==> config.mk <==
export PLATFORM = sky130hd
export DESIGN_NAME = hazard_forward_unit_flat
export DESIGN_NICKNAME = d
export VERILOG_FILES = /design/src/rtl/hazard_forward_unit_if.sv /design/src/rtl/hazard_forward_unit.sv /design/src/flat_wrapper.sv
export SDC_FILE = /design/constraint.sdc
export NUM_CORES = 1
export LEC_CHECK = 0
export BUFFER_PORTS_ARGS = -buffer_cell sky130_fd_sc_hd__buf_2
export CORE_ASPECT_RATIO = 1.75
export CORE_UTILIZATION = 50
export DETAILED_ROUTE_END_ITERATION = 7
export PLACE_DENSITY_LB_ADDON = 0.2
export SYNTH_ARGS = -nofsm -noshare
export SYNTH_HDL_FRONTEND = slang
export SYNTH_SLANG_ARGS = --single-unit
==> constraint.sdc <==
create_clock -name clk -period 4.15 [get_ports clk]
set_clock_uncertainty 0.15 [all_clocks]
set_input_delay 0.83 -clock clk [delete_from_list [all_inputs] [get_ports clk]]
set_output_delay 0.83 -clock clk [all_outputs]
set_load 0.01 [all_outputs]
==> src/rtl/hazard_forward_unit_if.sv <==
// ---------------------------------------------------------------------------
// hazard_forward_unit_if
// Decode-side bundle between the pipeline control and the hazard/forward
// unit.
//   master (pipeline): drives the decode operands and flush, and reads back
//                      stall/bubble, the forward selects and the stall count.
//   slave  (hazard unit): the reverse directions.
// Decode operands: Rn_0, Rm_0, useRn_0, useRm_0, Rd_0, RegWrite_0,
//                  MemRead_0, flush
// Results:         stall, bubble, fwdA, fwdB, stallCount
// ---------------------------------------------------------------------------
interface hazard_forward_unit_if #(
   parameter int CNT_W = 16
);
   logic [4:0]       Rn_0;
   logic [4:0]       Rm_0;
   logic             useRn_0;
   logic             useRm_0;
   logic [4:0]       Rd_0;
   logic             RegWrite_0;
   logic             MemRead_0;
   logic             flush;
   logic             stall;
   logic             bubble;
   logic [1:0]       fwdA;
   logic [1:0]       fwdB;
   logic [CNT_W-1:0] stallCount;

   modport master (
      output Rn_0, Rm_0, useRn_0, useRm_0, Rd_0, RegWrite_0, MemRead_0, flush,
      input  stall, bubble, fwdA, fwdB, stallCount
   );

   modport slave (
      input  Rn_0, Rm_0, useRn_0, useRm_0, Rd_0, RegWrite_0, MemRead_0, flush,
      output stall, bubble, fwdA, fwdB, stallCount
   );
endinterface

==> src/rtl/hazard_forward_unit.sv <==
// ---------------------------------------------------------------------------
// hazard_forward_unit
// Load-use stall detection and EX-stage operand forwarding for a five-stage
// pipeline. A shadow copy of the EX and MEM destination/flag fields is kept
// here so that the unit does not depend on the datapath's control registers.
//   clk    : pipeline clock
//   reset  : asynchronous, active-low reset
//   hz     : slave side of hazard_forward_unit_if
//            stall/bubble are combinational from the decode operands;
//            fwdA/fwdB are registered and line up with the ID/EX outputs;
//            stallCount is a saturating count of stall cycles.
// ---------------------------------------------------------------------------
module hazard_forward_unit #(
   parameter int CNT_W = 16
) (
   input  logic                 clk,
   input  logic                 reset,
   hazard_forward_unit_if.slave hz
);

   typedef enum logic [1:0] {
      FWD_RF     = 2'b00,   // register file read (Da/Db)
      FWD_EX_MEM = 2'b01,   // EX/MEM ALU_Out
      FWD_MEM_WB = 2'b10    // MEM/WB writeback data
   } fwd_sel_e;

   typedef struct packed {
      logic [4:0] rd;
      logic       reg_write;
      logic       mem_read;
   } ex_slot_t;

   typedef struct packed {
      logic [4:0] rd;
      logic       reg_write;
   } mem_slot_t;

   localparam logic [4:0]       XZR     = 5'd31;
   localparam logic [CNT_W-1:0] CNT_ONE = CNT_W'(1);

   // The WB stage is not shadowed: the register file writes through, so a
   // WB-stage producer is already visible to the decode-stage read.
   ex_slot_t         ex_q;
   mem_slot_t        mem_q;
   fwd_sel_e         fwd_a_q;
   fwd_sel_e         fwd_b_q;
   logic [CNT_W-1:0] stall_count_q;

   logic     stall_d;
   logic     bubble_d;
   fwd_sel_e fwd_a_d;
   fwd_sel_e fwd_b_d;

   // A producer matches a live source; XZR never matches on either side.
   function automatic logic producer_match(input logic [4:0] rd,
                                           input logic       reg_write,
                                           input logic [4:0] src,
                                           input logic       live);
      return live && reg_write && (rd == src) && (rd != XZR);
   endfunction

   // The EX slot is the youngest producer, so it wins over MEM. A load in EX
   // cannot be forwarded from EX/MEM; that case is a stall instead.
   function automatic fwd_sel_e select_fwd(input logic ex_hit,
                                           input logic ex_load,
                                           input logic mem_hit);
      if (ex_hit && !ex_load) begin
         return FWD_EX_MEM;
      end else if (mem_hit) begin
         return FWD_MEM_WB;
      end
      return FWD_RF;
   endfunction

   always_comb begin
      logic rn_live, rm_live;
      logic ex_hit_a, ex_hit_b, mem_hit_a, mem_hit_b;
      // NOTE: every output of this block gets a default first so no path can
      // leave it unassigned and infer a latch.
      stall_d  = 1'b0;
      bubble_d = 1'b0;
      fwd_a_d  = FWD_RF;
      fwd_b_d  = FWD_RF;

      rn_live   = hz.useRn_0 && (hz.Rn_0 != XZR);
      rm_live   = hz.useRm_0 && (hz.Rm_0 != XZR);
      ex_hit_a  = producer_match(ex_q.rd,  ex_q.reg_write,  hz.Rn_0, rn_live);
      ex_hit_b  = producer_match(ex_q.rd,  ex_q.reg_write,  hz.Rm_0, rm_live);
      mem_hit_a = producer_match(mem_q.rd, mem_q.reg_write, hz.Rn_0, rn_live);
      mem_hit_b = producer_match(mem_q.rd, mem_q.reg_write, hz.Rm_0, rm_live);

      // Flush kills the decode instruction, so any hazard it had is moot.
      stall_d  = ex_q.mem_read && (ex_hit_a || ex_hit_b) && !hz.flush;
      bubble_d = stall_d || hz.flush;
      fwd_a_d  = select_fwd(ex_hit_a, ex_q.mem_read, mem_hit_a);
      fwd_b_d  = select_fwd(ex_hit_b, ex_q.mem_read, mem_hit_b);
   end

   // NOTE: state registers use non-blocking assignments so every register
   // samples the pre-edge value of the others (the EX->MEM shift relies on it).
   always_ff @(posedge clk or negedge reset) begin
      if (!reset) begin
         ex_q          <= '0;
         mem_q         <= '0;
         fwd_a_q       <= FWD_RF;
         fwd_b_q       <= FWD_RF;
         stall_count_q <= '0;
      end else begin
         mem_q <= '{rd: ex_q.rd, reg_write: ex_q.reg_write};
         if (bubble_d) begin
            ex_q    <= '0;
            fwd_a_q <= FWD_RF;
            fwd_b_q <= FWD_RF;
         end else begin
            ex_q    <= '{rd: hz.Rd_0, reg_write: hz.RegWrite_0,
                         mem_read: hz.MemRead_0};
            fwd_a_q <= fwd_a_d;
            fwd_b_q <= fwd_b_d;
         end
         if (stall_d && (stall_count_q != '1)) begin
            stall_count_q <= stall_count_q + CNT_ONE;
         end
      end
   end

   assign hz.stall      = stall_d;
   assign hz.bubble     = bubble_d;
   assign hz.fwdA       = fwd_a_q;
   assign hz.fwdB       = fwd_b_q;
   assign hz.stallCount = stall_count_q;

endmodule

==> src/flat_wrapper.sv <==
// flat-port wrapper written by rule: the top's interface ports become plain ports
module hazard_forward_unit_flat 
#(
   parameter int CNT_W = 16
)
  (clk, reset, hz_Rn_0, hz_Rm_0, hz_useRn_0, hz_useRm_0, hz_Rd_0, hz_RegWrite_0, hz_MemRead_0, hz_flush, hz_stall, hz_bubble, hz_fwdA, hz_fwdB, hz_stallCount);
  hazard_forward_unit_if #(.CNT_W(CNT_W)) hz_i ();
  input  logic clk;
  input  logic reset;
  input wire logic [$bits(hz_i.Rn_0)-1:0] hz_Rn_0;
  input wire logic [$bits(hz_i.Rm_0)-1:0] hz_Rm_0;
  input wire logic [$bits(hz_i.useRn_0)-1:0] hz_useRn_0;
  input wire logic [$bits(hz_i.useRm_0)-1:0] hz_useRm_0;
  input wire logic [$bits(hz_i.Rd_0)-1:0] hz_Rd_0;
  input wire logic [$bits(hz_i.RegWrite_0)-1:0] hz_RegWrite_0;
  input wire logic [$bits(hz_i.MemRead_0)-1:0] hz_MemRead_0;
  input wire logic [$bits(hz_i.flush)-1:0] hz_flush;
  output wire logic [$bits(hz_i.stall)-1:0] hz_stall;
  output wire logic [$bits(hz_i.bubble)-1:0] hz_bubble;
  output wire logic [$bits(hz_i.fwdA)-1:0] hz_fwdA;
  output wire logic [$bits(hz_i.fwdB)-1:0] hz_fwdB;
  output wire logic [$bits(hz_i.stallCount)-1:0] hz_stallCount;
  assign hz_i.Rn_0 = hz_Rn_0;
  assign hz_i.Rm_0 = hz_Rm_0;
  assign hz_i.useRn_0 = hz_useRn_0;
  assign hz_i.useRm_0 = hz_useRm_0;
  assign hz_i.Rd_0 = hz_Rd_0;
  assign hz_i.RegWrite_0 = hz_RegWrite_0;
  assign hz_i.MemRead_0 = hz_MemRead_0;
  assign hz_i.flush = hz_flush;
  assign hz_stall = hz_i.stall;
  assign hz_bubble = hz_i.bubble;
  assign hz_fwdA = hz_i.fwdA;
  assign hz_fwdB = hz_i.fwdB;
  assign hz_stallCount = hz_i.stallCount;
  hazard_forward_unit #(.CNT_W(CNT_W)) u_core (.clk(clk), .reset(reset), .hz(hz_i));
endmodule
After elaboration in Yosys (flattened, before gate mapping)
Index checks and enable logic that the tools add are counted.
- flip-flop bits (word level): 33
- bits in latches: 0
- RAM bits: 0
- memory bits (read-only): 0
- bits of input ports: 22
- output and inout bits: 22
- logic and storage cells: 54
- memories kept: 0
- add/sub/neg operators: 1
- multipliers: 0
- divide/modulo/power cells: 0
- magnitude comparators: 0
- equality and inequality tests: 9
- shifts and indexed selects: 0
- mux-type cells: 13
- bitwise operators: 0
- reduce and logical (&&, ||, !) cells: 23
- operator list (cell ; count):
    == test 5 bit ; 4
    != test 5 bit (second input constant) ; 4
    logical AND 1 bit ; 19
    adder 16 x 1 -> 16 bit (second input constant) ; 1
    2-to-1 mux 2 bit ; 8
    != test 16 bit (second input constant) ; 1
    2-to-1 mux 7 bit ; 1
    2-to-1 mux 1 bit ; 4
    logical NOT 1 bit ; 2
    logical OR 1 bit ; 2

Longest topological paths before layout
Gate-level depths: netlist of run 1.
- depth in word-level cells: 10
- depth in mapped cells: 7

Worst setup path before layout of run 1
Ideal clock, no wire load.
- path type: input-to-output
- start: input port hz_Rm_0[4]
- end: output port hz_bubble
- arrival time: 2.003 ns
- required time: 3.170 ns
- path slack: 1.167 ns
- cell stages on the path: 7
- buffers on the path: 1
- path through: xnor2_1 > nand3_1 > or4_1 > buf_2 > a21oi_1 > nor2_1 > inv_1
- cells in the longest elaborated chain, start to end: 9
- elaborated cells on any way between the ends: 10
- classes of those cells: 2 x eq/ne; 8 x reduce/logical
- ends and longest elaborated chain (element ; RTL line ; RTL):
    start, declared ; flat_wrapper.sv:11 ; input wire logic [$bits(hz_i.Rm_0)-1:0] hz_Rm_0;
    != test 5 bit ; hazard_forward_unit.sv:86 ; rm_live = hz.useRm_0 && (hz.Rm_0 != XZR);
    logical AND 1 bit ; hazard_forward_unit.sv:86 ;
    logical AND 1 bit ; hazard_forward_unit.sv:59 ; return live && reg_write && (rd == src) && (rd != XZR);
    logical AND 1 bit * (2 in series) ; hazard_forward_unit.sv:59 ;
    logical OR 1 bit * ; hazard_forward_unit.sv:93 ; stall_d = ex_q.mem_read && (ex_hit_a || ex_hit_b) && !hz.flush;
    logical AND 1 bit * (2 in series) ; hazard_forward_unit.sv:93 ;
    logical OR 1 bit * ; hazard_forward_unit.sv:94 ; bubble_d = stall_d || hz.flush;
    end, declared ; flat_wrapper.sv:19 ; output wire logic [$bits(hz_i.bubble)-1:0] hz_bubble;
Mark *: on every way between the ends. The rest lies on a longest branch, timed or not.

Worst setup path in the final report of run 1
- start: input port hz_Rm_0[2]
- end: output port hz_bubble
Same word-level chain as after synthesis.

==> results of run 1 <==
==> synth_stat cells <==
| library cell | number | share of area [%] |
|---|---|---|
| a21oi_4 | 1 | 1.0 |
| nor3_1 | 7 | 2.2 |
| or4_1 | 1 | 0.47 |
| nand3_1 | 13 | 4.1 |
| nor2_1 | 7 | 1.7 |
| and2_1 | 9 | 3.5 |
| a21oi_1 | 1 | 0.31 |
| buf_2 | 1 | 0.31 |
| mux2_2 | 2 | 1.4 |
| a211oi_4 | 1 | 1.3 |
| a311oi_1 | 1 | 0.55 |
| o21ai_0 | 2 | 0.63 |
| inv_1 | 3 | 0.71 |
| xnor2_1 | 24 | 13 |
| nand4_1 | 8 | 3.2 |
| a211oi_1 | 1 | 0.47 |
| dfrtp_1 | 33 | 52 |
| xor2_1 | 10 | 5.5 |
| and3_1 | 4 | 1.6 |
| ha_1 | 1 | 0.79 |
| nand2b_1 | 3 | 1.2 |
| o21a_1 | 1 | 0.47 |
| nand4b_1 | 1 | 0.55 |
| nand2_1 | 9 | 2.1 |
| nand4bb_1 | 1 | 0.71 |
==> layer usage <==
layer | routed length (um) | up-vias | track usage, %
li1 | - | 594 | -
met1 | 1214 | 568 | 22.47
met2 | 1662 | 33 | 36.18
met3 | 119 | 7 | 4.976
met4 | 62 | 0 | 9.091
met5 | 0 | - | 0
==> final timing paths <==
check	from	to
max	hz_Rm_0[2]	hz_bubble
min	u_core.ex_q[1]$_DFF_PN0_	u_core.mem_q[0]$_DFF_PN0_
max reg2reg	u_core.ex_q[4]$_DFF_PN0_	u_core.hz.stallCount[1]$_DFFE_PN0P_
min reg2reg	u_core.ex_q[1]$_DFF_PN0_	u_core.mem_q[0]$_DFF_PN0_
max in group asynchronous	reset	u_core.hz.stallCount[12]$_DFFE_PN0P_
min in group asynchronous	reset	u_core.ex_q[3]$_DFF_PN0_
==> report_power, final <==
part	switching, mW	internal (mW)	total, mW	leakage, nW
Sequential	0.00827	0.329	0.338	0.447
Clock	0.101	0.131	0.232	0.0443
Combinational	0.0273	0.0243	0.0516	0.432
==> critical path, stage by stage <==
cell     delay (ns)
buf_2          0.12
xnor2_1        0.14
nand3_1        0.09
or4_1          0.70
a21oi_1        0.19
nor2_1         0.12
inv_1          0.06
buf_2          0.12
==> through the flow <==
stage / area, um2 / worst slack, ns
floorplan: 1588 / 1.167
global placement: 1851 / 0.7952
detailed placement: 1851 / 0.7695
CTS: 1937 / 0.7714
global route: 1937 / 0.6725
finish: 1937 / 0.7887
==> registers in the layout, summed over array words and instances, names as in the netlist <==
name                  cells
u_core.mem_q              6
u_core.hz.fwdB            2
u_core.ex_q               7
u_core.hz.stallCount     16
u_core.hz.fwdA            2
==> cell usage in the layout, fill, tap and decap left out, drive strengths merged, types with 2 or more instances in the layout <==
cell type | synthesis | final
nand2b | 3 | 3
nor2 | 7 | 7
a211oi | 2 | 2
and3 | 4 | 4
mux2 | 2 | 2
buf | 1 | 43
xnor2 | 24 | 24
nand3 | 13 | 13
and2 | 9 | 9
inv | 3 | 3
clkbuf | 0 | 7
xor2 | 10 | 10
nand4 | 8 | 8
dfrtp | 33 | 33
nand2 | 9 | 9
nor3 | 7 | 7
o21ai | 2 | 2
a21oi | 2 | 2
==> area by class of cell <==
| cell class | count | area (um2) | share of cell area, % |
|---|---|---|---|
| well taps | 42 | 52.55 | 2.713 |
| clock buffers | 7 | 86.33 | 4.457 |
| flip-flops and latches | 33 | 825.8 | 42.64 |
| multi-input cells | 108 | 745.7 | 38.50 |
| inverters | 3 | 11.26 | 0.5814 |
| repair buffers | 43 | 215.2 | 11.11 |
==> logic make-up after synthesis <==
logic type,after synthesis
buffers and inverters,4
DFF,33
and+or+nand+nor,63
AOI/OAI and AO/OA,8
xor gates and xnor gates,34
adders and majority gates,1
muxes,2
==> results.json, run 1 <==
{
  "syn-cell-area_um2": 1588,
  "dp_hpwl_um": 2354,
  "cts_buffer_depth": 2,
  "fp-row-count": 26,
  "finalCriticalPeriod_ns": 3.361,
  "antenna_found_initial": 0,
  "core_um2": 2960,
  "worstRegToRegCells": 5,
  "synth_compound_area_share_pct": 4.728,
  "areaGrowthSynthToFinish_pct": 21.99,
  "cts_inserted_buffers": 5,
  "clock_latency_ns": 0.28,
  "yosysWarnings": 0,
  "drive_above_1_share_pct": 27.32,
  "hp-class": "reg2reg",
  "dieArea_um2": 3414,
  "p_leak_nw": 0.9234,
  "outcome": "finished, final reports clean",
  "crit_path_end_kind": "primary output",
  "clkTransAtPathRegs_ns": 0.06,
  "holdPathStages": 0,
  "grt_pass1_vias": 1214,
  "slew_headroom_pct": 52.98,
  "n_antenna_cell": 0,
  "syn-mean-instance-area_um2": 10.95,
  "ys_types": 25,
  "report.final.slew_viol_count": 0,
  "place_inst": 229,
  "rsz0062_at_grt": "no",
  "cp_data_arrival_time_ns": 2.38,
  "drt_iter0_markers": 20,
  "die-width_um": 44.60,
  "synth_mux_area_share_pct": 1.418,
  "drc": 0,
  "critPathLaunchType": "primary input",
  "routed_wl_um": 3058,
  "grt_max_degree": 34,
  "clock.fmax_ghz": 0.2975,
  "track_usage_pct": 20.72,
  "ys_seq_area_share_pct": 52.01,
  "path_class": "in2out",
  "htree_num_levels": 2,
  "crit_path_max_fanout": 8,
  "wl_per_cell_um": 12.96,
  "postCtsHoldBufs": 0,
  "r2r_slack_ns": 1.58,
  "via_per_inst": 5.093,
  "tightest_slew_ns": 0.7053,
  "finalHoldViolations": 0,
  "nFillCells": 247,
  "cap_viol_max_count": 0,
  "gp_congestion": 0.8715,
  "worstPathRequired_ns": 3.17,
  "power.density_nw_per_um2": 320.6,
  "synth_adder_area_share_pct": 0.7880,
  "post_cts_resized": 0,
  "final_nets": 217,
  "synth_cells": 145,
  "dr.pass1.iters": 4,
  "cts_tree": "done",
  "synth_nets": 168,
  "boundaryPins": 44,
  "synth_top_family_by_area": "simple AND/OR/NAND/NOR gates",
  "grt_overflow": 0,
  "cts.sinks": 33,
  "synth_xor_xnor_area_share_pct": 18.75,
  "synth_simple_gate_area_share_pct": 21.28,
  "setup_viol_count_final": 0,
  "detail-route-antenna-nets": 0,
  "hold_ws_ns": 0.2217,
  "die_h_um": 76.55,
  "numPortBuffers": 43,
  "dr_total_vias": 1202,
  "setup_tns_ns": 0,
  "finalCritPeriodShare_pct": 81.00,
  "synth_seq_cells": 33,
  "start_util_pct": 53.63,
  "clockRootBuffer": "clkbuf_8",
  "grt_pass1_wl_um": 5154,
  "irDropWorstVdd_v": 0.0002370,
  "final_core_util_pct": 65.43,
  "instances_no_fill": 236,
  "p_total_mw": 0.6210,
  "post_cts_buffers": 0
}
No activity file was read; power rests on OpenSTA's default activity.
==> run 2: changes to the inputs <==
--- a/config.mk
+++ b/config.mk
@@ -7,7 +7,7 @@
 export LEC_CHECK = 0
 export BUFFER_PORTS_ARGS = -buffer_cell sky130_fd_sc_hd__buf_2
 export CORE_ASPECT_RATIO = 1.75
-export CORE_UTILIZATION = 50
+export CORE_UTILIZATION = 46
 export DETAILED_ROUTE_END_ITERATION = 7
 export PLACE_DENSITY_LB_ADDON = 0.2
 export SYNTH_ARGS = -nofsm -noshare
==> constraint.sdc (replaced) <==
create_clock -name clk -period 2.9 [get_ports clk]
set_clock_uncertainty 0.15 [all_clocks]
set_input_delay 0.58 -clock clk [delete_from_list [all_inputs] [get_ports clk]]
set_output_delay 0.58 -clock clk [all_outputs]
set_load 0.01 [all_outputs]
==> results.json, run 2 (same netlist as run 1, synthesis figures left out) <==
{
  "grt_pass1_wl_um": 5154,
  "start_util_pct": 49.47,
  "report.final.slew_viol_count": 0,
  "path_cells": "xnor2_1, nand3_1, or4_1, buf_4, a21oi_4, buf_2",
  "slew_headroom_pct": 53.33,
  "fp-row-count": 27,
  "path_class": "reg2out",
  "irDropWorstVdd_v": 0.0005614,
  "r2r_slack_ns": 0.35,
  "final_nets": 220,
  "postCtsHoldBufs": 0,
  "boundaryPins": 44,
  "clockRootBuffer": "clkbuf_8",
  "grt_overflow": 0,
  "drc": 0,
  "cp.buffers_inverters": 2,
  "core_um2": 3209,
  "clock.fmax_ghz": 0.3602,
  "cap_viol_max_count": 0,
  "finalCriticalPeriod_ns": 2.776,
  "n_antenna_cell": 0,
  "power.density_nw_per_um2": 501.1,
  "worstPathRequired_ns": 2.17,
  "tightest_slew_ns": 0.7000,
  "cpPeakStageDelay_ns": 0.57,
  "critPathLaunchType": "flip-flop",
  "cts_buffer_depth": 2,
  "clkTransAtPathRegs_ns": 0.07,
  "crit_path_end_kind": "primary output",
  "worstRegToRegCells": 6,
  "crit_path_max_fanout": 5,
  "cp_top_family": "simple AND/OR/NAND/NOR gates",
  "p_leak_nw": 0.9515,
  "drive_above_1_share_pct": 29.29,
  "worst_path_max_delay_cell": "or4_1",
  "rsz0062_at_grt": "no",
  "detail-route-antenna-nets": 0,
  "cts_inserted_buffers": 5,
  "finalCritPeriodShare_pct": 95.72,
  "die_h_um": 79.72,
  "final_common_cell": "buf_2",
  "gp_congestion": 0.9343,
  "post_cts_buffers": 0,
  "crit_start": "u_core.ex_q[6]$_DFF_PN0_",
  "hp-class": "in2async",
  "r2r_start": "u_core.ex_q[6]$_DFF_PN0_",
  "die-width_um": 46.41,
  "largest_register_ffs": 16,
  "dp_hpwl_um": 2435,
  "areaGrowthSynthToFinish_pct": 25.53,
  "cts.sinks": 33,
  "cp_data_arrival_time_ns": 2.05,
  "numPortBuffers": 43,
  "antenna_found_initial": 0,
  "dieArea_um2": 3700,
  "dr_total_vias": 1235,
  "nFillCells": 294,
  "outcome": "finished, final reports clean",
  "cts_tree": "done",
  "track_usage_pct": 19.66,
  "setup_tns_ns": 0,
  "mostFrequentLayoutCells": "buf_2, dfrtp_1, xnor2_1, nand3_1, xor2_1",
  "routed_wl_um": 3173,
  "grt_pass1_vias": 1167,
  "htree_num_levels": 2,
  "dr.pass1.iters": 4,
  "finalHoldViolations": 0,
  "wl_per_cell_um": 13.17,
  "place_inst": 233,
  "setup_viol_count_final": 0,
  "grt_max_degree": 34,
  "timing.rr.end": "u_core.hz.stallCount[1]$_DFFE_PN0P_",
  "drt_iter0_markers": 30,
  "clock_latency_ns": 0.29,
  "instances_no_fill": 241,
  "via_per_inst": 5.124
}
==> run 2: worst max-delay path by stage <==
stage | endpoint | depth (start not counted) | slack, ns
6_report | hz_stall | 6 | 0.12
3_5_place_dp | u_core.hz.stallCount[1]$_DFFE_PN0P_ | 7 | 0.13
2_1_floorplan | hz_bubble | 7 | 0.42
3_3_place_gp | u_core.hz.stallCount[1]$_DFFE_PN0P_ | 7 | 0.18
5_1_grt | hz_bubble | 7 | 0.002
4_1_cts | hz_stall | 6 | 0.14
==> run 2: repair_timing <==
item                                   in CTS  in global routing
endpoints found under the hold margin       0                  0
setup endpoints to repair                   0                  1
gates resized for setup                     0                  1
==> run 2: through the flow <==
step	cell area (um2)	power [mW]	hold slack (ns)	setup WS [ns]	utilization, %
after floorplan	1588	0.5260	0.1344	0.4165	-
after global placement	1874	0.5628	0.2057	0.1848	58.40
after detailed placement	1874	0.5665	0.2191	0.1318	58.40
after CTS	1991	1.009	0.2169	0.1375	62.03
after global routing	1993	1.038	0.2395	0.001830	62.11
final	1993	0.9988	0.1927	0.1240	62.11
==> run 2: routing by layer <==
layer	vias up	part of all wire [%]	GRT usage, %
li1	601	-	-
met1	583	40	22.21
met2	40	51	31.25
met3	11	4.9	6.109
met4	0	3.3	10.88
met5	-	0	0
==> run 2: cell type report <==
cell class / instances / area (um2) / area share [%]
Tap cell: 43 / 53.80 / 2.699
Clock inverter: 1 / 30.03 / 1.507
Timing Repair Buffer: 46 / 237.7 / 11.93
Multi-Input combinational cell: 108 / 748.2 / 37.54
Inverter: 3 / 11.26 / 0.5650
Sequential cell: 33 / 825.8 / 41.43
Clock buffer: 7 / 86.33 / 4.331
==> run 2: power breakdown <==
part | total, mW | switching (mW) | internal, mW | leakage, nW
clock network | 0.441 | 0.161 | 0.280 | 0.0585
logic | 0.0743 | 0.0392 | 0.0351 | 0.446
registers | 0.483 | 0.0123 | 0.471 | 0.447
==> run 3: changes to the inputs <==
--- a/config.mk
+++ b/config.mk
@@ -10,6 +10,7 @@
 export CORE_UTILIZATION = 46
 export DETAILED_ROUTE_END_ITERATION = 7
 export PLACE_DENSITY_LB_ADDON = 0.2
+export RECOVER_POWER = 25
 export SYNTH_ARGS = -nofsm -noshare
 export SYNTH_HDL_FRONTEND = slang
 export SYNTH_SLANG_ARGS = --single-unit
==> results.json, run 3 (same netlist as run 1, synthesis figures left out) <==
{
  "outcome": "finished with violations",
  "violations": "capacitance limit, slew limit",
  "antenna_found_initial": 0,
  "clockRootBuffer": "clkbuf_8",
  "timing.rr.end": "u_core.hz.stallCount[1]$_DFFE_PN0P_",
  "place_ws_ns": 0.1318,
  "largest_register_ffs": 16,
  "p_leak_nw": 0.9487,
  "start_util_pct": 49.47,
  "p_int_mw": 0.7857,
  "tightest_slew_ns": 1.679,
  "track_usage_pct": 19.66,
  "post_cts_buffers": 0,
  "r2r_slack_ns": 0.35,
  "routed_wl_um": 3170,
  "detail-route-antenna-nets": 0,
  "fin_ws_ns": 0.1240,
  "boundaryPins": 44,
  "place_area_um2": 1874,
  "critPathLaunchType": "flip-flop",
  "grt_pass1_wl_um": 5154,
  "sequentialPowerShare_pct": 48.4,
  "gp_congestion": 0.9343,
  "slew_headroom_pct": -11.94,
  "clock.fmax_ghz": 0.3602,
  "dr_total_vias": 1235,
  "die_h_um": 79.72,
  "drc": 0,
  "p_sw_share_pct": 21.31,
  "grt_pass1_vias": 1167,
  "clkTransAtPathRegs_ns": 0.07,
  "numPortBuffers": 43,
  "hp-class": "reg2reg",
  "areaGrowthSynthToFinish_pct": 25.45,
  "holdPathStages": 0,
  "hold_start": "u_core.ex_q[1]$_DFF_PN0_",
  "dieArea_um2": 3700,
  "setup_viol_count_final": 0,
  "drive_above_1_share_pct": 28.79,
  "p_switching_mw": 0.2127,
  "hold_ws_ns": 0.2181,
  "worstRegToRegCells": 6,
  "report.final.slew_viol_count": 34,
  "worstPathRequired_ns": 2.17,
  "crit_start": "u_core.ex_q[6]$_DFF_PN0_",
  "finalCriticalPeriod_ns": 2.776,
  "final_common_cell": "buf_2",
  "crit_path_end_kind": "primary output",
  "setup_tns_ns": 0,
  "crit_path_max_fanout": 5,
  "stdcell_area_um2": 1992,
  "dp_hpwl_um": 2435,
  "r2r_start": "u_core.ex_q[6]$_DFF_PN0_",
  "nFillCells": 293,
  "cp_data_arrival_time_ns": 2.05,
  "cap_viol_max_count": 1,
  "wl_per_cell_um": 13.15,
  "power.density_nw_per_um2": 501.3,
  "drt_iter0_markers": 30,
  "n_antenna_cell": 0,
  "rsz0062_at_grt": "no",
  "postCtsHoldBufs": 0,
  "grt_max_degree": 34,
  "htree_num_levels": 2,
  "dr.pass1.iters": 4,
  "multi_input_area_um2": 748.2,
  "hold_end": "u_core.mem_q[0]$_DFF_PN0_",
  "mostFrequentLayoutCells": "buf_2, dfrtp_1, xnor2_1, nand3_1, xor2_1",
  "post_cts_resized": 0,
  "cts_inserted_buffers": 5,
  "die-width_um": 46.41,
  "via_per_inst": 5.124,
  "irDropWorstVdd_v": 0.0005614,
  "p_clk_share_pct": 44.2,
  "cts.sinks": 33,
  "clock_latency_ns": 0.29,
  "core_um2": 3209,
  "final_nets": 220,
  "cts_buffer_depth": 2,
  "path_class": "reg2out",
  "finalHoldViolations": 0,
  "cts_tree": "done",
  "pwr-share-comb_pct": 7.4,
  "finalCritPeriodShare_pct": 95.72,
  "grt_overflow": 0,
  "seqCellArea_um2": 825.8,
  "fp-row-count": 27
}
[run 3: final cells by class]
cell class / instances / share of cell area, %
timing repair buffer: 46 / 11.87
clock buffer: 7 / 4.334
inverter: 3 / 0.5653
sequential: 33 / 41.46
tap: 43 / 2.701
multi-input combinational: 108 / 37.56
clock inverter: 1 / 1.508
[run 3: stage by stage]
step	power, mW	util [%]	cells
floorplan	0.5260	-	145
global placement	0.5628	58.40	233
detailed placement	0.5665	58.40	233
CTS	1.009	62.03	241
global route	1.038	62.07	241
finish	0.9984	62.07	241
[run 3: power by group through the flow]
| stage | Clock [mW] | Combinational, mW | Sequential (mW) |
|---|---|---|---|
| floorplan | 0 | 0.0367 | 0.489 |
| global placement | 0 | 0.0722 | 0.491 |
| detailed placement | 0 | 0.0747 | 0.492 |
| CTS | 0.451 | 0.0750 | 0.483 |
| global route | 0.471 | 0.0826 | 0.484 |
| finish | 0.441 | 0.0740 | 0.483 |
[run 3: worst max path at each step]
stage                                          end  slack (ns)  depth (start not counted)
2_1_floorplan                            hz_bubble        0.42                          7
3_3_place_gp   u_core.hz.stallCount[1]$_DFFE_PN0P_        0.18                          7
3_5_place_dp   u_core.hz.stallCount[1]$_DFFE_PN0P_        0.13                          7
4_1_cts                                   hz_stall        0.14                          6
5_1_grt                                  hz_bubble       0.002                          7
6_report                                  hz_stall        0.12                          6
[run 3: worst max-delay path, stage by stage, from the launching register on]
cell and delay (ns):
dfrtp_1 0.43, xnor2_1 0.19, nand3_1 0.12, or4_1 0.57, buf_4 0.19, a21oi_4 0.13
buf_2 0.14
[run 3: per-layer routing]
metal | wire length (um) | track usage [%] | vias to the layer above
met5 | 0 | 0 | -
met4 | 106 | 10.88 | 0
met3 | 156 | 6.109 | 11
met2 | 1625 | 31.25 | 40
met1 | 1283 | 22.21 | 583
li1 | - | - | 601
